### config.mk
export PLATFORM = sky130hd
export DESIGN_NAME = led_view_selector
export DESIGN_NICKNAME = d
export VERILOG_FILES = /design/src/rtl/led_view_selector.sv
export SDC_FILE = /design/constraint.sdc
export NUM_CORES = 1
export LEC_CHECK = 0
export CORE_UTILIZATION = 55
export DETAILED_ROUTE_END_ITERATION = 7
export PLACE_DENSITY = 0.74
export SETUP_SLACK_MARGIN = 0.2
export SYNTH_ARGS = -nofsm -noshare
export SYNTH_HDL_FRONTEND = slang
export SYNTH_SLANG_ARGS = --single-unit
### constraint.sdc
create_clock -name clock -period 3.81 [get_ports clock]
set_input_delay 1.143 -clock clock [delete_from_list [all_inputs] [get_ports clock]]
set_output_delay 1.143 -clock clock [all_outputs]
set_load 0.01 [all_outputs]
### src/rtl/led_view_selector.sv
// led_view_selector
//   Generates the 5-bit view select for the 20-way LED display mux.
//   NEXT/PREV pushbuttons are synchronised and debounced, and each press
//   steps the view with wrap-around. A direct view number can be loaded
//   from the switches. In auto-scan mode the view advances after a fixed
//   dwell time.
//
// Ports
//   clock        in   system clock, rising-edge active
//   reset        in   synchronous, active-high reset
//   btn_next     in   raw pushbutton, step to next view
//   btn_prev     in   raw pushbutton, step to previous view
//   scan_en      in   1 = auto-scan mode, 0 = manual mode
//   direct_load  in   one-cycle strobe, load direct_sel
//   direct_sel   in   [4:0] view number to load
//   select       out  [4:0] registered view select
//   view_changed out  one-cycle pulse after each edge that changes select
//   scan_active  out  registered, 1 while in auto-scan
module led_view_selector #(
  parameter int NUM_VIEWS       = 20,
  parameter int DEBOUNCE_CYCLES = 1000,
  parameter int SCAN_DWELL      = 100000
) (
  input  logic       clock,
  input  logic       reset,
  input  logic       btn_next,
  input  logic       btn_prev,
  input  logic       scan_en,
  input  logic       direct_load,
  input  logic [4:0] direct_sel,
  output logic [4:0] select,
  output logic       view_changed,
  output logic       scan_active
);

  localparam int DB_W = (DEBOUNCE_CYCLES > 1) ? $clog2(DEBOUNCE_CYCLES) : 1;
  localparam int DW_W = (SCAN_DWELL > 1) ? $clog2(SCAN_DWELL) : 1;

  localparam logic [DB_W-1:0] DB_LAST    = DB_W'(DEBOUNCE_CYCLES - 1);
  localparam logic [DW_W-1:0] DW_LAST    = DW_W'(SCAN_DWELL - 1);
  localparam logic [4:0]      LAST_VIEW  = 5'(NUM_VIEWS - 1);
  localparam logic [5:0]      VIEW_COUNT = 6'(NUM_VIEWS);

  localparam logic [0:0] ST_MANUAL = 1'b0;
  localparam logic [0:0] ST_SCAN   = 1'b1;

  // Button index 0 = next, 1 = prev.
  logic [1:0]            sync1;
  logic [1:0]            sync2;
  logic [1:0]            deb;
  logic [1:0]            press;
  logic [1:0][DB_W-1:0]  cnt;

  logic [0:0]            state;
  logic [0:0]            state_nxt;
  logic [DW_W-1:0]       dwell;

  logic [4:0]            sel_inc;
  logic [4:0]            sel_dec;
  logic [4:0]            sel_nxt;
  logic                  action;

  // Synchroniser and debouncer. The press pulse is raised on the same edge
  // that deb rises, so it is registered yet costs no extra cycle of latency.
  always_ff @(posedge clock) begin
    if (reset) begin
      sync1 <= '0;
      sync2 <= '0;
      deb   <= '0;
      press <= '0;
      cnt   <= '0;
    end else begin
      sync1 <= {btn_prev, btn_next};
      sync2 <= sync1;
      for (int unsigned i = 0; i < 2; i++) begin
        press[i] <= 1'b0;
        if (sync2[i] == deb[i]) begin
          cnt[i] <= '0;
        end else if (cnt[i] == DB_LAST) begin
          deb[i]   <= sync2[i];
          cnt[i]   <= '0;
          press[i] <= sync2[i];
        end else begin
          cnt[i] <= cnt[i] + 1'b1;
        end
      end
    end
  end

  // Next select value, one action per edge in priority order. An invalid
  // direct_load still claims the edge, blocking every lower-priority event.
  always_comb begin
    sel_inc   = (select == LAST_VIEW) ? '0 : select + 5'd1;
    sel_dec   = (select == '0) ? LAST_VIEW : select - 5'd1;
    sel_nxt   = select;
    action    = 1'b0;
    state_nxt = scan_en ? ST_SCAN : ST_MANUAL;
    if (direct_load) begin
      if ({1'b0, direct_sel} < VIEW_COUNT) begin
        sel_nxt = direct_sel;
        action  = 1'b1;
      end
    end else if (press[0] && press[1]) begin
      action = 1'b1;
    end else if (press[0]) begin
      sel_nxt = sel_inc;
      action  = 1'b1;
    end else if (press[1]) begin
      sel_nxt = sel_dec;
      action  = 1'b1;
    end else if (state == ST_SCAN && dwell == DW_LAST) begin
      sel_nxt = sel_inc;
    end
  end

  always_ff @(posedge clock) begin
    if (reset) begin
      select       <= '0;
      view_changed <= 1'b0;
      scan_active  <= 1'b0;
      state        <= ST_MANUAL;
      dwell        <= '0;
    end else begin
      select       <= sel_nxt;
      view_changed <= (sel_nxt != select);
      scan_active  <= (state_nxt == ST_SCAN);
      state        <= state_nxt;
      // Dwell restarts on mode change, on any manual action and on advance.
      if (state != ST_SCAN || state_nxt != ST_SCAN || action || dwell == DW_LAST) begin
        dwell <= '0;
      end else begin
        dwell <= dwell + 1'b1;
      end
    end
  end

endmodule
**Word level (Yosys, flattened, before mapping)**

Cells that the tools add are included.

- Register bits after elaboration: 52
- Output and inout port bits: 7

- Add/sub/neg operators: 5
- $lt $le $gt $ge: 1
- Equal/unequal tests: 7
- Mux-type cells: 14
- Bitwise logic cells: 6
- Reduce and logical (&&, ||, !) cells: 13

Operator list:

| operator | number |
|---|---|
| $mux W5 | 8 |
| $add A10 B1 Y10 const B | 2 |
| $eq A10 B10 Y1 const B | 2 |
| $add A17 B1 Y17 const B | 1 |
| $eq A17 B17 Y1 const B | 1 |
| $reduce_or A3 Y1 | 4 |
| $mux W1 | 6 |
| $not A1 Y1 | 6 |
| $add A5 B1 Y5 const B | 1 |
| $eq A5 B5 Y1 const B | 1 |
| $logic_not A5 Y1 | 1 |
| $lt A5 B5 Y1 const B | 1 |
| $ne A5 B5 Y1 | 1 |
| $sub A5 B1 Y5 const B | 1 |
| $reduce_and A2 Y1 | 2 |
| $logic_or A1 B1 Y1 | 3 |
| $eq A1 B1 Y1 | 2 |
| $logic_and A1 B1 Y1 | 2 |
| $reduce_or A2 Y1 | 1 |

**Depth between registers and ports, before layout**

- Depth after elaboration: 8
- Gate-level depth with buffers: 9
- Depth with buffers taken out: 8

**Worst setup path after synthesis**

OpenSTA, ideal clock, no wires.

- Kind: in2reg
- From: in direct_sel[4]
- To: reg view_changed
- Library setup time: 135 ps
- Arrival time: 2,604 ps
- Slack: 1,070 ps
- Cell stages on the path: 7
- Buffers on the path: 1
- Path through: clkbuf_1 o21a_1 nor3_1 a311o_1 o21a_1 a2111oi_0 a31oi_1

- Longest elaborated chain between the ends: 4

Ends and longest elaborated chain:

| what | line | RTL |
|---|---|---|
| start: declaration | 30 | `input logic [4:0] direct_sel,` |
| $lt A5 B5 Y1 | 99 | `if ({1'b0, direct_sel} < VIEW_COUNT) begin` |
| $mux W5 (*) | 99 |  |
| $mux W5 (*) | 98 | `if (direct_load) begin` |
| $ne A5 B5 Y1 (*) | 125 | `view_changed <= (sel_nxt != select);` |
| end signal: assignment | 125 |  |
| end: declaration | 32 | `output logic view_changed,` |

Every way passes the cells marked *; elsewhere a longest branch is shown, timed or not.
A chain may end at the register's enable or synchronous reset.

**Final worst setup path**

Ends and elaborated chain as after synthesis.

==> results.json <==
{
  "drtIter0Drc": 172,
  "die-area_um2": 5150,
  "synth_edf_count": 0,
  "grt.total_usage": 0.208,
  "dpl.hpwl_um": 3590,
  "fmaxAchievable_mhz": 333,
  "crit_path_frequent_cell": "o21a_1",
  "num_antenna_cells": 0,
  "gp_congestion": 0.960,
  "r2r_slack_ns": 1.13,
  "synth_nets": 329,
  "cp.arrival_ns": 3.18,
  "leakagePower_nw": 1.03,
  "maxCapViolCount": 0,
  "powerDensity_nw_per_um2": 345,
  "drcViolationCount": 0,
  "final_common_cell": "nor2_1",
  "endpoint_kind": "flip-flop",
  "numCtsBuffers": 5,
  "tightest_slew_ns": 0.504,
  "routed_wl_um": 4920,
  "cpMaxStageDelayCell": "clkdlybuf4s50_1",
  "layout-drive-gt1-share": 0.0583,
  "postSynth.asyncResetShare": 0,
  "drt_first_pass_iters": 4,
  "antenna_left": 0,
  "num_rows": 25,
  "syn_area_um2": 2680,
  "postLayoutSetupSlackWorst_ns": 0.808,
  "wire_per_inst_um": 13.0,
  "rsz0062_at_grt": "false",
  "p_sw_uw": 228,
  "critPathLaunchType": "input pin",
  "syn2layout_area_growth_pct": 10.1,
  "core-area_um2": 4690,
  "synthTopCellsByArea": "dfxtp_1 (39%), nor2_1 (7.4%), xnor2_1 (6.9%), xor2_1 (3.9%), nand2_1 (3.4%)",
  "cts-resized-gates": 0,
  "slew_headroom": 0.663,
  "cts-root-buf": "clkbuf_8",
  "crit_chain": "clkdlybuf4s50_1 > o21a_1 > nor3_1 > a311o_1 > o21a_1 > a2111oi_0 > a31oi_1",
  "cpPeakStageDelay_ns": 0.66,
  "grt_pass1_wl_um": 8550,
  "cts_hold_buffers": 0,
  "pin_count": 18,
  "ir_worst_vdd_mv": 0.187,
  "grt_pass1_vias": 1919,
  "fin_skew_ns": 0.00559,
  "switching_share": 0.224,
  "nets": 341,
  "antenna_found_initial": 0,
  "clkSinkCount": 52,
  "status": "finished clean",
  "overflow": 0,
  "h-tree-depth": 2,
  "ys_types": 61,
  "num_vias": 2158,
  "dp_slack_ns": 0.504,
  "min_period_over_period": 0.788,
  "critical_path_class": "input pin to flip-flop",
  "post_cts_buffers": 0,
  "ys_ff_latch": 52,
  "p_int_uw": 789,
  "n_fill_cell": 432,
  "seq_area_um2": 1040,
  "finalMaxSlewViolations": 0,
  "synth.top_cell.area_share": 0.389,
  "multi_input_area_um2": 1490,
  "netlist_instances": 313,
  "vias_per_cell": 5.68,
  "cp_max_fo": 10,
  "setup_viol": 0,
  "hold_viol": 0,
  "cts_tree": "built",
  "clkTransAtPathRegs_ns": 0.09,
  "setup_tns_ns": 0,
  "clk_latency_ns": 0.30,
  "critPathRequiredTime_ns": 3.99,
  "ys_seq_area_frac": 0.389,
  "sequentialPowerShare": 0.555,
  "hold_class": "flip-flop to flip-flop",
  "synth_top_cell_by_area": "dfxtp_1",
  "die_y_um": 71.8,
  "most-common-layout-cells": "nor2_1 (53), dfxtp_1 (52), nand2_1 (24)",
  "ys.flop_type": "dfxtp_1",
  "io_buffers": 17,
  "start_util": 0.570,
  "combPwrFrac": 0.084,
  "avgSynthCellArea_um2": 8.55,
  "grt_max_degree": 18,
  "yosys_warnings": 0,
  "clock_path_buffers": 2,
  "period_needed_ns": 3.00,
  "pwr-share-clk": 0.362,
  "die_x_um": 71.8
}
## per-layer routing
layer	track usage	routed length, um	up-vias
met4	0.0980	150	0
met2	0.324	2190	57
li1	-	-	1118
met1	0.271	2360	966
met3	0.0506	228	17
met5	0	0	-
## path summary, 6_finish.rpt
kind	cells after the start	start	end
setup / recovery	7	direct_sel[4]	view_changed
hold / removal	1	sync1[0]	sync2[0]
setup reg to reg	8	select[0]	view_changed
hold reg to reg	1	sync1[0]	sync2[0]
## power groups by stage
stage          Clock [mW]  Sequential, mW  Combinational (mW)
6_report            0.368           0.564              0.0850
5_1_grt             0.408           0.566              0.0933
4_1_cts             0.383           0.564              0.0845
3_5_place_dp            0           0.577              0.0843
3_3_place_gp            0           0.577              0.0835
2_1_floorplan           0           0.572              0.0546
## worst max-delay path, delay by kind of cell
family	cells	cell delay [ns]
and+or+nand+nor	1	0.07
AOI/OAI and AO/OA	5	1.31
buffers and inverters	1	0.66
## synth_stat cells (3+ instances only)
cell      count
nor2_1       53
dfxtp_1      52
nand2_1      24
xnor2_1      21
inv_1        14
nand3_1      12
xor2_1       12
clkbuf_1      9
nor3_1        9
a21oi_1       8
and3_1        8
nor2b_1       6
o21ai_0       6
ha_1          5
nand4_1       5
mux2i_1       4
o211ai_1      4
a31oi_1       3
clkbuf_8      3
nor3b_1       3
nor4_1        3
## registers in the layout, summed over array words and instances, names as in the netlist
name          flops
cnt              20
deb               2
dwell            17
press             2
select            5
state             1
sync1             2
sync2             2
view_changed      1
## area by class of cell
cell class                 instances  area share
multi-input combinational        233       0.506
timing repair buffer              19      0.0629
sequential                        52       0.353
tap                               54      0.0229
clock inverter                     2      0.0119
inverter                          14      0.0178
clock buffer                       6      0.0246
## stage by stage
step	util	power [mW]	instances	hold slack, ns	cell area [um^2]
after floorplan	-	0.627	313	0.413	2680
after global placement	0.605	0.660	372	0.416	2840
after detailed placement	0.605	0.661	372	0.427	2840
after CTS	0.628	1.03	380	0.447	2950
after global routing	0.628	1.07	380	0.460	2950
final	0.628	1.02	380	0.440	2950
## cell families (layout without fill, tap and decap cells)
family / Yosys count / after routing / synth area share
AO/OA/AOI/OAI: 44 / 44 / 0.120
XOR/XNOR: 33 / 33 / 0.108
adder cells (fa/ha/maj): 5 / 5 / 0.0234
buffers and inverters: 28 / 41 / 0.0538
flip-flops: 52 / 52 / 0.389
multiplexers: 5 / 5 / 0.0206
AND/OR/NAND/NOR: 146 / 146 / 0.285
Power figures use the tool's default switching activity.
